[src/rtl/rp_8bit_pkg.sv]
// rp_8bit_pkg: shared rp_8bit core types, opcode patterns and helpers
package rp_8bit_pkg;
    localparam logic [15:0] LDS_STS_MSK  = 16'hFC0F;
    localparam logic [15:0] LDS_STS_PAT  = 16'h9000;
    localparam logic [15:0] JMP_CALL_MSK = 16'hFE0C;
    localparam logic [15:0] JMP_CALL_PAT = 16'h940C;
    typedef enum logic {FW, SW} ifu_state_t;
    function automatic logic ins_is_two(input logic [15:0] ins);
        return ((ins & LDS_STS_MSK) == LDS_STS_PAT) || ((ins & JMP_CALL_MSK) == JMP_CALL_PAT);
    endfunction
endpackage

[src/rtl/rp_8bit_ifu.sv]
// rp_8bit_ifu: fetches program words, assembles one/two-word instructions and
// hands them to decode, applying redirect and skip requests on the way.
module rp_8bit_ifu
    import rp_8bit_pkg::*;
#(
    parameter int PAW = 22,
    parameter logic [PAW-1:0] PC_RST = '0
) (
    input  logic           clk,
    input  logic           rst,
    output logic           pmem_req,
    output logic [PAW-1:0] pmem_adr,
    input  logic [15:0]    pmem_rdt,
    input  logic           pmem_ack,
    output logic           ifu_vld,
    input  logic           ifu_rdy,
    output logic [31:0]    ifu_ins,
    output logic           ifu_two,
    output logic [PAW-1:0] ifu_pc,
    input  logic           jmp_vld,
    input  logic [PAW-1:0] jmp_pc,
    input  logic           skp
);
    ifu_state_t state;
    logic run, pend, drop, skip;
    logic [PAW-1:0] pc, tgt;
    logic [15:0] ins_lo;
    logic free, ack, done, keep;
    assign pmem_adr = pc;
    // free: the output register is empty or leaves it this cycle (handshake or skip)
    always_comb begin
        free = !ifu_vld || skp || ifu_rdy;
        pmem_req = run && (pend || (free && !jmp_vld));
        ack = pmem_req && pmem_ack;
        done = ack && !drop && !jmp_vld && (state == SW || !ins_is_two(pmem_rdt));
        keep = done && !skip && !(skp && !ifu_vld);
    end
    always_ff @(posedge clk) begin
        if (rst) begin
            state   <= FW;
            run     <= 1'b0;
            pend    <= 1'b0;
            drop    <= 1'b0;
            skip    <= 1'b0;
            pc      <= PC_RST;
            tgt     <= '0;
            ins_lo  <= '0;
            ifu_vld <= 1'b0;
            ifu_ins <= '0;
            ifu_two <= 1'b0;
            ifu_pc  <= '0;
        end else begin
            run  <= 1'b1;
            pend <= pmem_req && !pmem_ack;
            if (jmp_vld) begin
                state   <= FW;
                ins_lo  <= '0;
                skip    <= 1'b0;
                ifu_vld <= 1'b0;
                // a pending request must finish at its held address; its data is dropped
                if (pmem_req && !pmem_ack) begin
                    drop <= 1'b1;
                    tgt  <= jmp_pc;
                end else begin
                    drop <= 1'b0;
                    pc   <= jmp_pc;
                end
            end else begin
                if (ack && drop) begin
                    drop <= 1'b0;
                    pc   <= tgt;
                end else if (ack) begin
                    pc <= pc + PAW'(1);
                    if (state == FW && ins_is_two(pmem_rdt)) begin
                        state  <= SW;
                        ins_lo <= pmem_rdt;
                    end else begin
                        state  <= FW;
                        ins_lo <= '0;
                    end
                end
                if (done)
                    skip <= 1'b0;
                else if (skp && !ifu_vld)
                    skip <= 1'b1;
                if (keep) begin
                    ifu_vld <= 1'b1;
                    ifu_ins <= (state == SW) ? {pmem_rdt, ins_lo} : {16'h0000, pmem_rdt};
                    ifu_two <= state == SW;
                    ifu_pc  <= (state == SW) ? pc - PAW'(1) : pc;
                end else if (ifu_vld && free) begin
                    ifu_vld <= 1'b0;
                end
            end
        end
    end
endmodule

[config.mk]
export PLATFORM = sky130hd
export DESIGN_NAME = rp_8bit_ifu
export DESIGN_NICKNAME = d
export VERILOG_FILES = /design/src/rtl/rp_8bit_pkg.sv /design/src/rtl/rp_8bit_ifu.sv
export SDC_FILE = /design/constraint.sdc
export NUM_CORES = 1
export LEC_CHECK = 0
export ABC_CLOCK_PERIOD_IN_PS = 2300
export CAP_MARGIN = 0
export CORE_AREA = 2 2 159 114
export CTS_CLUSTER_DIAMETER = 80
export DETAILED_ROUTE_END_ITERATION = 7
export DIE_AREA = 0 0 161 116
export HOLD_SLACK_MARGIN = 0.15
export SLEW_MARGIN = 10
export SYNTH_ARGS = -nofsm -noshare
export SYNTH_HDL_FRONTEND = slang
export SYNTH_SLANG_ARGS = --single-unit
[constraint.sdc]
create_clock -name clk -period 2.3 [get_ports clk]
set_clock_uncertainty 0.05 [all_clocks]
set_input_delay 0.345 -clock clk [delete_from_list [all_inputs] [get_ports clk]]
set_output_delay 0.345 -clock clk [all_outputs]
set_load 0.05 [all_outputs]
Word-level counts from Yosys, hierarchy flattened --
Index checks and enable logic that the tools add are counted.
Storage, ports and cells: bits in registers 121, input port bits 44, output and inout bits 79, word-level logic and storage cells 68
Operators by class: multiplexer cells 14, equal/unequal tests 3, bitwise logic cells 3, reduce and logical (&&, ||, !) cells 34, add/subtract/negate cells 2
Operators with widths (count):
- 22-bit two-way mux | 5
- 32-bit two-way mux | 1
- 22-bit by 1-bit adder with 22-bit output, second input constant | 1
- 22-bit by 1-bit subtractor with 22-bit output, second input constant | 1
- 16-bit two-way mux | 1
- 1-bit logical AND | 13
- 10-bit == test, second input constant | 1
- 9-bit == test, second input constant | 1
- 2-bit AND reduction | 4
- 1-bit logical NOT | 7
- 1-bit two-way mux | 7
- 1-bit logical OR | 5
- 2-bit nonzero test | 2
- 1-bit inverter | 3
- 3-bit nonzero test | 1
- 3-bit OR reduction | 1
- 2-bit != test, second input constant | 1
- 2-bit OR reduction | 1

Longest topological paths before layout --
depth in word-level cells 13, mapped depth 9, gate-level depth less buffers 7

Worst setup path after synthesis --
Ideal clock, no wire load.
kind reg-to-reg, start register pc[3] (netlist: pmem_adr[3]), end register pc[15] (netlist: pmem_adr[15]), period minus slack after synthesis 2.479 ns, data required time 2.192 ns, slack -0.179 ns, setup time 0.058 ns, stages on the path, launching flop included 8, buffers on the path 2, arrival time 2.372 ns, cell sequence dfxtp_1 > clkbuf_8 > nand4_4 > or4_1 > buf_2 > o311a_1 > a2111oi_2 > a21o_1
Between the ends: cells in the longest elaborated chain, start to end 4
RTL lines:
- start, declared | line rp_8bit_ifu.sv:26 | logic [PAW-1:0] pc, tgt;
- start signal, assigned | line rp_8bit_ifu.sv:66 | pc <= jmp_pc;
- start signal, assigned | line rp_8bit_ifu.sv:71 | pc <= tgt;
- start signal, assigned | line rp_8bit_ifu.sv:73 | pc <= pc + PAW'(1);
- 22-bit by 1-bit adder with 22-bit output | line rp_8bit_ifu.sv:73
- 22-bit two-way mux | line rp_8bit_ifu.sv:72 | end else if (ack) begin
- 22-bit two-way mux | line rp_8bit_ifu.sv:69 | if (ack && drop) begin
- 22-bit two-way mux | line rp_8bit_ifu.sv:55 | if (jmp_vld) begin
No other way between the ends. The select of a mux whose other input is x is not followed. A chain may end at the register's enable or synchronous reset.

Worst setup path after layout --
start register pc[2] (netlist: pmem_adr[2]), end output pmem_adr[2]
RTL lines:
- end, declared | line rp_8bit_ifu.sv:12 | output logic [PAW-1:0] pmem_adr,
No word-level cell between the ends.

==> run summary <==
The part of the total power dissipated in combinational logic came out at 0.141. The post-route minimum period is 2.24 ns. The weighted congestion at the end of routability-driven global placement came out at 0.872. The area of the placeable core came out at 17000 um^2. Compared with the post-synthesis result, the final layout area differs by 38.2%. The final global-route overflow total is 0. The first-pass iteration count of the detailed router came out at 5. The final hold slack is 0.331 ns. The cell taking the most area after synthesis is dfxtp_1. The CTS buffer count came out at 17. The achievable frequency came out at 446 MHz. After detailed routing, no signal wire sits above met4. The cell at the root of the clock tree is clkbuf_16. The net count after synthesis came out at 760. The final critical-path setup slack came out at 0.0566 ns.

After routing the design area is 8200 um^2. The gate count after technology mapping came out at 714. The critical path is of the reg2out type. The detailed placer's ending HPWL is 12.9 mm.

The worst endpoint required time came out at 1.90 ns. Traced cell by cell, the critical path runs through buf_4, clkdlybuf4s50_1. The worst setup path is launched from a flip-flop. The sequential area share after synthesis came out at 0.409. The post-place instance area came out at 7570 um^2. The number of buffers between clock root and the deepest sink came out at 2. The number of hold-slack violations in the final timing report came out at 0. The max-slew violation total from the final report is 0.

The clock transition at the registers of the reported paths came out at 0.06 ns. The total of buffers placed on input and output ports is 122. The share of the synthesized area in the top cell type came out at 0.409. The overall power of the completed layout came out at 0.00588 W. The share of the clock period used by the worst path came out at 0.975. Prior to clock tree synthesis, the placed netlist has a worst setup slack of -0.117 ns. Setup repair after global routing left no endpoint under its margin. Leaving out fill and tap cells, the most frequent cells in the layout are clkdlybuf4s50_1, dfxtp_1, a21oi_1. The number of max-capacitance violations reported is 0.

The total routing resource utilization after global routing came out at 0.198. The data arrival time of the critical path came out at 1.85 ns. The floorplan die height came out at 116 um. The net count of the finished layout is 894. The analysis attributes to net switching a power of 0.00166 W.

The number of diodes came out at 0. In the routed layout, each cell is associated on average with a via count of 5.14. Of the total power, the share spent switching nets is 0.282. Wires add up to 17.9 mm.

The share of total power dissipated in sequential elements is 0.382. The slowest stage of the critical path belongs to the cell clkdlybuf4s50_1. Tracing the worst setup path back leads to its startpoint at pmem_adr[2].

The largest single stage delay on the critical path is 0.80 ns. The count of synthesis-stage warnings from yosys came out at 0. The fraction of layout cells with a size suffix above 1 is 0.136. The run finished with clean final reports.

The count of H-tree levels built during CTS came out at 4. The first-pass GRT wire length is 28.8 mm. The internal power consumption came out at 0.00423 W. In the routed design, unresolved DRC markers number 0. The highest fanout seen on the critical path came out at 9. The clock latency at the later pin of the worst-skew pair came out at 0.43 ns.

The most used flip-flop cell after synthesis is dfxtp_1. The number of different library cells used by synthesis comes to 61. The initial antenna violation count came out at 0. The summed negative setup slack over all endpoints is 0 ns. In this run the worst hold path is classified as in2reg. Setup violations remaining at the end of the flow were counted as 0. The clock share of power is 0.477. After the first detailed-routing iteration, the DRC count stood at 467. The nature of the critical path endpoint is a primary output. The floorplan step defined a die boundary enclosing 18700 um^2. Counting flops with a built-in enable in the synthesized netlist gives 0. The detail route stage leaves a number of antenna-violating nets equal to 0.

The via count is 5609. The number of setup buffers added after CTS is 0. The post-synthesis register bit count is 121. The routed wire length on met2 is 7.06 mm. The startpoint of the worst hold path is rst. Averaged over all synthesized cells, the footprint is 8.30 um^2.

The startpoint identified for the worst register-to-register timing path is pmem_adr[7]. Measured along the x axis, the die boundary spans 161 um. For the pin with the worst max-slew slack, the measured transition is 0.559 ns.

The worst slew margin relative to its limit is 0.626. The average detailed-routed wire length per instance is 16.4 um. The via count of the first global-routing pass is 5138.

The initial core utilization came out at 0.348. The peak ir drop on the vdd network came out at 0.391 mV. Detailed routing placed a total of 1.34 mm of wire on met3. The initialized floorplan defines 40 standard-cell rows. The pin count of the biggest net entering global routing is 75. Summed over all cells, the static leakage comes to 2.85 nW. The share of synthesized registers carrying an async set or reset is 0.

The mapped cell area came out at 5930 um^2. Ranked by total cell area, the synthesized netlist is headed by dfxtp_1, a21oi_1, nand3_1. TritonCTS built the clock tree.

The leading cell type in the layout, fill and taps excluded is clkdlybuf4s50_1. The number of top-level design ports came out at 123. The clock net in this run drives a total of 121 sinks.

The routed length on met1 came out at 9.44 mm. The power density of the placed cells is 718 nW/um^2.
==> metal layers <==
| layer | vias up | global-route usage |
|---|---|---|
| met4 | 0 | 0.0542 |
| met3 | 8 | 0.0519 |
| met1 | 2567 | 0.306 |
| met5 | - | 0 |
| li1 | 2835 | - |
| met2 | 199 | 0.266 |
==> logic make-up after synthesis <==
logic type	Yosys count	share of synthesized area
flops	121	0.409
compound gates	180	0.197
fa+ha+maj	2	0.00422
xor+xnor	34	0.0502
buf+inv	82	0.0821
mux	16	0.0270
simple gates	279	0.231
==> synthesized netlist by cell type, drive strengths merged, types with 2 or more instances <==
library cell / n
a2111oi: 3
a211o: 8
a211oi: 41
a21oi: 81
a221o: 2
a221oi: 5
a2bb2oi: 2
a311o: 2
a311oi: 2
and2: 3
and3: 7
and4: 4
and4b: 2
buf: 38
clkbuf: 32
dfxtp: 121
ha: 2
inv: 11
mux2i: 16
nand2: 80
nand3: 68
nand3b: 5
nand4: 7
nor2: 64
nor2b: 5
nor3: 13
nor4: 7
nor4b: 4
o211ai: 7
o21a: 4
o21ai: 12
o31ai: 2
or3: 3
or4: 3
xnor2: 17
xor2: 17
==> path summary, 6_finish.rpt <==
path	slack (ns)	cells after the start	endpoint
setup / recovery	0.06	2	pmem_adr[2]
hold / removal	0.33	2	tgt[16]
setup reg to reg	0.19	5	pmem_adr[15]
hold reg to reg	0.40	2	ins_lo[6]
==> metrics by stage <==
stage / instances / utilization
4_1_cts: 1092 / 0.481
2_1_floorplan: 714 / -
3_5_place_dp: 1060 / 0.445
6_report: 1092 / 0.482
5_1_grt: 1092 / 0.482
3_3_place_gp: 1060 / 0.445
==> cell type report <==
cell class | count | area, um^2
fill | 1629 | 8820
multi-input combinational | 511 | 3030
sequential | 121 | 2430
timing repair buffer | 186 | 1780
clock buffer | 17 | 425
tap | 231 | 289
clock inverter | 15 | 193
inverter | 11 | 41.3
==> critical path, delay by kind of cell, from the launching register on <==
kind     cells  cell delay [ns]
buf+inv      2             0.98
flops        1             0.45
==> state kept, by name, summed over array words and instances (netlist names) <==
name and count:
ifu_ins 32, ifu_pc 22, pmem_adr 22, tgt 22
ins_lo 16, drop 1, ifu_two 1, ifu_vld 1
pend 1, run 1, skip 1, state 1
==> power groups by stage <==
stage / registers (W) / logic [W] / clock network (W)
3_5_place_dp: 0.00229 / 0.000822 / 0
2_1_floorplan: 0.00240 / 0.000383 / 0
4_1_cts: 0.00225 / 0.000827 / 0.00284
6_report: 0.00225 / 0.000828 / 0.00281
3_3_place_gp: 0.00229 / 0.000822 / 0
5_1_grt: 0.00226 / 0.000891 / 0.00295
==> repair_timing <==
item	in CTS	in global routing
resized for setup	1	3
setup endpoints to repair	1	3
pin swaps	0	0
hold endpoints to repair	0	0
cloned	0	0
hold buffers	0	0
(Power assumes the default switching activity.)
